[src/rtl/reg_file_rename.sv]
// -----------------------------------------------------------------------------
// reg_file_rename
//   Architectural register file with per-register rename tags for the Tomasulo
//   core. At issue it supplies each source operand either as a value or as the
//   ROB tag of its pending producer, and records the ROB tag allocated for rd.
//   At commit it writes the retired value and releases the rename when the
//   retiring tag is still the register's current producer. A misprediction
//   flush drops every rename.
//
// Optional feature macro: COMMIT_BYPASS_EN
//   When defined, a source read whose rename is being released by the
//   same-cycle commit returns busy = 0 and the committing value.
//
// Ports
//   clk, rst            clock (rising edge), asynchronous active-low reset
//   rdy                 global enable; 0 holds all state
//   issue_*             issuing instruction: rs1/rs2 read, rd rename to rob_id
//   rs1_*/rs2_*         operand read results (busy, value, producer tag)
//   commit_*            retiring instruction: rd, value, rob_id
//   flush               misprediction: clear all busy bits
//
// Interface semantics: issue_en, commit_en and flush are single-cycle
// qualifiers sampled on the rising edge only while rdy = 1. There is no
// backpressure; rdy is the only stall and it freezes every register.
// -----------------------------------------------------------------------------
module reg_file_rename #(
   parameter int ROB_LOG = 4,
   parameter int REG_NUM = 32
) (
   input  logic               clk,
   input  logic               rst,
   input  logic               rdy,
   input  logic               issue_en,
   input  logic [4:0]         issue_rs1,
   input  logic [4:0]         issue_rs2,
   input  logic [4:0]         issue_rd,
   input  logic [ROB_LOG-1:0] issue_rob_id,
   output logic               rs1_busy,
   output logic [31:0]        rs1_val,
   output logic [ROB_LOG-1:0] rs1_tag,
   output logic               rs2_busy,
   output logic [31:0]        rs2_val,
   output logic [ROB_LOG-1:0] rs2_tag,
   input  logic               commit_en,
   input  logic [4:0]         commit_rd,
   input  logic [31:0]        commit_val,
   input  logic [ROB_LOG-1:0] commit_rob_id,
   input  logic               flush
);

   logic [31:0]        val_q  [REG_NUM];
   logic [ROB_LOG-1:0] tag_q  [REG_NUM];
   logic [REG_NUM-1:0] busy_q;

   // The rename is released only when the retiring entry is still the
   // register's current producer and no younger producer is being installed
   // in the same cycle.
   logic commit_wr;
   logic commit_release;
   logic issue_wr;

   always_comb begin
      commit_wr      = commit_en && (commit_rd != 5'd0);
      commit_release = commit_wr && busy_q[commit_rd]
                       && (tag_q[commit_rd] == commit_rob_id)
                       && !(issue_en && (issue_rd == commit_rd));
      issue_wr       = issue_en && (issue_rd != 5'd0) && !flush;
   end

   always_ff @(posedge clk or negedge rst) begin
      if (!rst) begin
         busy_q <= '0;
         for (int i = 0; i < REG_NUM; i++) begin
            val_q[i] <= '0;
            tag_q[i] <= '0;
         end
      end else if (rdy) begin
         // Value write is unconditional, even on flush or a stale tag.
         if (commit_wr) begin
            val_q[commit_rd] <= commit_val;
         end
         if (commit_release) begin
            busy_q[commit_rd] <= 1'b0;
         end
         // Flush and issue come last so they override a commit release.
         if (flush) begin
            busy_q <= '0;
         end else if (issue_wr) begin
            busy_q[issue_rd] <= 1'b1;
            tag_q[issue_rd]  <= issue_rob_id;
         end
      end
   end

   // Reads see the mapping before this cycle's issue; x0 is forced to zero.
   always_comb begin
      rs1_busy = 1'b0;
      rs1_val  = '0;
      rs1_tag  = '0;
      if (issue_rs1 != 5'd0) begin
         rs1_busy = busy_q[issue_rs1];
         rs1_val  = val_q[issue_rs1];
         rs1_tag  = tag_q[issue_rs1];
`ifdef COMMIT_BYPASS_EN
         if (commit_en && (commit_rd == issue_rs1) && busy_q[issue_rs1]
             && (tag_q[issue_rs1] == commit_rob_id)) begin
            rs1_busy = 1'b0;
            rs1_val  = commit_val;
         end
`endif
      end
   end

   always_comb begin
      rs2_busy = 1'b0;
      rs2_val  = '0;
      rs2_tag  = '0;
      if (issue_rs2 != 5'd0) begin
         rs2_busy = busy_q[issue_rs2];
         rs2_val  = val_q[issue_rs2];
         rs2_tag  = tag_q[issue_rs2];
`ifdef COMMIT_BYPASS_EN
         if (commit_en && (commit_rd == issue_rs2) && busy_q[issue_rs2]
             && (tag_q[issue_rs2] == commit_rob_id)) begin
            rs2_busy = 1'b0;
            rs2_val  = commit_val;
         end
`endif
      end
   end

endmodule

[config.mk]
export PLATFORM = sky130hd
export DESIGN_NAME = reg_file_rename
export DESIGN_NICKNAME = d
export VERILOG_FILES = /design/src/rtl/reg_file_rename.sv
export SDC_FILE = /design/constraint.sdc
export NUM_CORES = 2
export LEC_CHECK = 0
export ABC_AREA = 0
export BUFFER_PORTS_ARGS = -buffer_cell sky130_fd_sc_hd__buf_2
export CAP_MARGIN = 15
export CORE_ASPECT_RATIO = 0.8
export CORE_MARGIN = 2
export CORE_UTILIZATION = 61
export CTS_CLUSTER_DIAMETER = 100
export DETAILED_ROUTE_END_ITERATION = 8
export PLACE_DENSITY_LB_ADDON = 0.12
export SYNTH_ARGS = -nofsm -noshare
export SYNTH_HDL_FRONTEND = slang
export SYNTH_SLANG_ARGS = --single-unit
[constraint.sdc]
create_clock -name clk -period 3.89 [get_ports clk]
set_clock_uncertainty 0.15 [all_clocks]
set_input_delay 0.389 -clock clk [delete_from_list [all_inputs] [get_ports clk]]
set_output_delay 0.389 -clock clk [all_outputs]
set_load 0.02 [all_outputs]
# Word level (Yosys, flattened, before mapping)
# Index checks and enable logic that the tools add are counted.
[word_totals]
reg_bits = 1184
inputBits = 66
wordCells = 147
[classes]
n_lt_le_gt_ge = 12
n_eq_ne = 2
mux = 41
bitwise = 8
n_reduce_logical = 19
[ops]
columns = ["operator", "count"]
rows = [
  ["1024-bit bitwise mux", 1],
  ["32-bit two-way mux", 11],
  ["32-bit binary-select mux with 5-bit select", 2],
  ["32-bit demux with 5-bit select", 1],
  ["128-bit bitwise mux", 1],
  ["4-bit binary-select mux with 5-bit select", 3],
  ["4-bit two-way mux", 9],
  ["32-bit AND", 1],
  ["32-bit inverter", 1],
  ["32-bit bitwise OR", 1],
  ["6-bit greater-or-equal comparator, second input constant", 4],
  ["5-bit by 6-bit < comparator with 1-bit output, second input constant", 4],
  ["5-bit inverter with 6-bit output", 4],
  ["4-bit demux with 5-bit select", 1],
  ["5-bit nonzero test", 4],
  ["1-bit binary-select mux with 5-bit select", 3],
  ["6-bit by 1-bit < comparator with 1-bit output, second input constant", 2],
  ["1-bit logical AND", 11],
  ["1-bit demux with 5-bit select", 2],
  ["5-bit by 1-bit greater-or-equal comparator with 1-bit output, second input constant", 2],
  ["1-bit two-way mux", 7],
  ["5-bit == test", 1],
  ["4-bit == test", 1],
  ["3-bit AND reduction", 1],
  ["other kinds (3)", 4],
]

# Longest topological paths before layout
[depth]
word_depth = 12
depth_mapped = 13
mapped_depth_nobuf = 7

# Least setup slack after synthesis
# Ideal clock, no wire load.
[synth_path]
path_kind = "input -> output"
startpoint = "input port issue_rs1[0]"
endpoint = "output port rs1_tag[0]"
arrival_time_ns = 2.711
required_time_ns = 3.351
setup_slack_ns = 0.640
stages = 7
n_path_buf = 3
cell_sequence = "clkbuf_1 > buf_2 > buf_1 > mux4_2 > mux4_2 > mux2i_1 > nor2_1"
[synth_between]
elab_chain_len = 5
elab_cells_between_ends = 6
[synth_rtl]
columns = ["element", "line_no", "source"]
rows = [
  ["from (decl)", "34", "input logic [4:0] issue_rs1,"],
  ["5-bit inverter with 6-bit output (not written as such)", "103", "rs1_tag = tag_q[issue_rs1];"],
  ["4-bit binary-select mux with 5-bit select", "103", ""],
  ["4-bit two-way mux (not written as such) (2 in series)", "103", ""],
  ["4-bit two-way mux (*)", "100", "if (issue_rs1 != 5'd0) begin"],
  ["to (decl)", "40", "output logic [ROB_LOG-1:0] rs1_tag,"],
]
# Every way passes the cells marked *; elsewhere a longest branch is shown, timed or not. The select of a mux whose other input is x is not followed.

# Final worst setup path
[layout_path]
startpoint = "input port issue_rs1[0]"
endpoint = "output port rs1_val[3]"
[layout_between]
elab_chain_len = 5
elab_cells_between_ends = 6
[layout_rtl]
columns = ["element", "line_no", "source"]
rows = [
  ["5-bit inverter with 6-bit output (not written as such)", "102", "rs1_val = val_q[issue_rs1];"],
  ["32-bit binary-select mux with 5-bit select", "102", ""],
  ["32-bit two-way mux (not written as such) (2 in series)", "102", ""],
  ["32-bit two-way mux (*)", "100", ""],
  ["to (decl)", "39", "output logic [31:0] rs1_val,"],
]
# Marks and branches as above.

==> impl_metrics.tcl <==
set metrics [dict create \
    clkLatencyLatePin_ps 750 \
    mostFrequentLayoutCells "dfrtp_1 (1184), mux2_2 (1116), mux4_2 (748)" \
    tightest_slew_ps 1210 \
    synthCells 4024 \
    final_common_cell "dfrtp_1" \
    hp-start "issue_rd[1]" \
    wl_per_cell_um 35.7 \
    num-fill-cells 6753 \
    dpl.hpwl_um 121000 \
    totalWireLength_um 198000 \
    clockBufferDepth 3 \
    synth_nets 4090 \
    max_slew_margin_pct 18.4 \
    final_nets 4107 \
    grt.overflow.total 0 \
    hold_end "busy_q[2]" \
    syn_area_mm2 0.0644 \
    ios 140 \
    numClockSinks 1184 \
    p_int_uw 24200 \
    rr_worst_depth 7 \
    grt_pass1_vias 42900 \
    grt_pass1_wl_um 293000 \
    cts_tree "done" \
    power_frac_seq_pct 45.5 \
    drt_iter0_drc 4502 \
    ff_latch_area_mm2 0.0296 \
    die_x_um 367 \
    dp_slack_ps 104 \
    setup-tns-final_ps 0 \
    avgViaCountPerCell 7.39 \
    finalSetupViolCount 0 \
    ys_seq_area_share_pct 46.0 \
    syn_area_per_cell_um2 16.0 \
    rrSetupSlack_ps 690 \
    yosys_warnings 0 \
    finalWorstSetupSlack_ps 296 \
    p_sw_share_pct 26.7 \
    dpl.cell_count 5323 \
    crit_required_ps 3350 \
    fin_crit_ps 3590 \
    h-tree-depth 3 \
    place_congestion 0.949 \
    synth.ff_latch_count 1184 \
    root_buffer "clkbuf_16" \
    fmax_ghz 0.278 \
    switchingPower_uw 8820 \
    hold_viol 0 \
    fp-row-count 106 \
    ant_nets 0 \
    antenna_found_initial 8 \
    fp.dieArea_mm2 0.108 \
    instances_no_fill 5545 \
    start_kind "primary input" \
    holdPathStages 5 \
    synth_area_leader_cell "dfrtp_1" \
    p_clk_share_pct 36.5 \
    die_h_um 295 \
    numPortBuffers 139 \
    core_mm2 0.105 \
    r2r-start "tag_q[40]" \
    arrival_ps 3050 \
    multi_input_area_mm2 0.0331 \
    reg2reg_to "busy_q[1]" \
    cap_violations 0 \
    fin_crit_sh_pct 92.4 \
    drcViolationCount 0 \
    rsz0062_at_grt "false" \
    grt_usage_pct 37.3 \
    drive_gt1_share_pct 59.3 \
    numCtsBuffers 118 \
    cts_setup_buffers 0 \
    crit_fanout 48 \
    power_uw 33000 \
    area_growth_pct 11.5 \
    ys_types 49 \
    num_vias 41000 \
    initial_core_util_pct 61.6 \
    dr.pass1.iters 5 \
    power.density_mw_per_mm2 460 \
    crit_path_end_kind "primary output" \
    status "complete, no violations" \
    hold_path.class "in -> reg" \
    critical_path_class "in -> out" \
    ir_worst_vdd_mv 0.414 \
    power_leakage_uw 0.0319 \
    synth.area.top_cells "dfrtp_1 (46%), mux4_2 (26%), mux2_2 (20%)" \
    slew_violations 0 \
    grt_max_degree 107 \
    clk_pin_slew_ps 60 \
    p_comb_share_pct 17.9 \
    yosys.area.top_type_share_pct 46.0 \
]
## sequential cells by signal, indices dropped and copies added, names as in the netlist
register  count
val_q      1024
busy_q       32
tag_q       128
## final cells by class
| cell class | instances | share of cell area, % |
|---|---|---|
| clock buffer | 174 | 4.91 |
| sequential | 1184 | 41.2 |
| inverter | 4 | 0.0209 |
| multi-input combinational | 2383 | 46.1 |
| timing repair buffer | 350 | 4.52 |
| tap | 1404 | 2.45 |
| clock inverter | 44 | 0.784 |
| antenna | 2 | 0.00697 |
## worst max-delay path: stages
cell,delay [ps]
buf_8,510
buf_12,310
buf_12,200
mux4_2,520
mux4_2,510
mux2i_1,160
nor2_1,90
buf_2,200
## cell families (layout without fill, tap and decap cells)
logic type / count (synthesis) / after routing / share of synthesized area (%)
buf+inv: 457 / 572 / 2.98
simple gates: 274 / 274 / 2.11
other cells: 0 / 2 / 0
mux: 2002 / 2002 / 47.8
flops: 1184 / 1184 / 46.0
xor+xnor: 6 / 6 / 0.0932
compound gates: 101 / 101 / 1.04
## routing by layer
| layer | global-route usage (%) | vias to the layer above | share of wire [%] |
|---|---|---|---|
| met4 | 15.3 | 12 | 4.6 |
| met3 | 9.57 | 582 | 10 |
| met1 | 51.7 | 22200 | 39 |
| met5 | 0 | - | 0.034 |
| met2 | 57.1 | 2333 | 47 |
| li1 | - | 15800 | - |
## stage by stage
stage | cell area, um^2 | hold WS [ps] | util, %
finish | 71800 | 72.7 | 68.6
global route | 71800 | 88.2 | 68.6
CTS | 71800 | 24.1 | 68.6
detailed placement | 67700 | 233 | 64.7
global placement | 67700 | 227 | 64.7
floorplan | 64400 | -56.6 | -
## power by group through the flow
stage / combinational [uW] / clock, uW / sequential [uW]
after CTS: 5930 / 12200 / 15000
final: 5920 / 12100 / 15000
after global placement: 5690 / 0 / 15000
after global routing: 6260 / 12800 / 15200
after detailed placement: 5900 / 0 / 15200
after floorplan: 4320 / 0 / 14700
## synth_stat cells (all sizes together)
cell        n
nor4        9
o31ai       2
nand4       6
o22ai      32
a21oi      24
nor3        4
xor2        4
buf       188
or4bb       2
nand3      26
and3        4
and2        1
or4b        4
nor2      136
nand4bb     4
mux4      748
or2         3
dfrtp    1184
nand3b      3
nand4b      7
nor2b       3
or4         4
a2bb2oi     1
mux2     1116
a31oi       4
o311ai     13
and3b       4
a22oi       8
a21boi      1
mux2i     138
or3         2
o32a        6
inv         4
xnor2       2
clkbuf    265
nor3b       3
o21ai      10
nand2      46
or3b        3
## worst max path at each step
stage,start,endpoint
after floorplan,issue_rs1[0],rs1_tag[0]
after global placement,commit_rd[0],busy_q[1]
after detailed placement,commit_rd[0],busy_q[1]
after CTS,issue_rs1[0],rs1_val[3]
after global routing,issue_rs1[0],rs1_val[3]
final,issue_rs1[0],rs1_val[3]
## what timing repair did
item	in CTS	in global routing
resized for setup	0	0
hold endpoints to repair	54	0
hold buffers	2	0
Note: power is estimated with default switching activity, not from simulation.
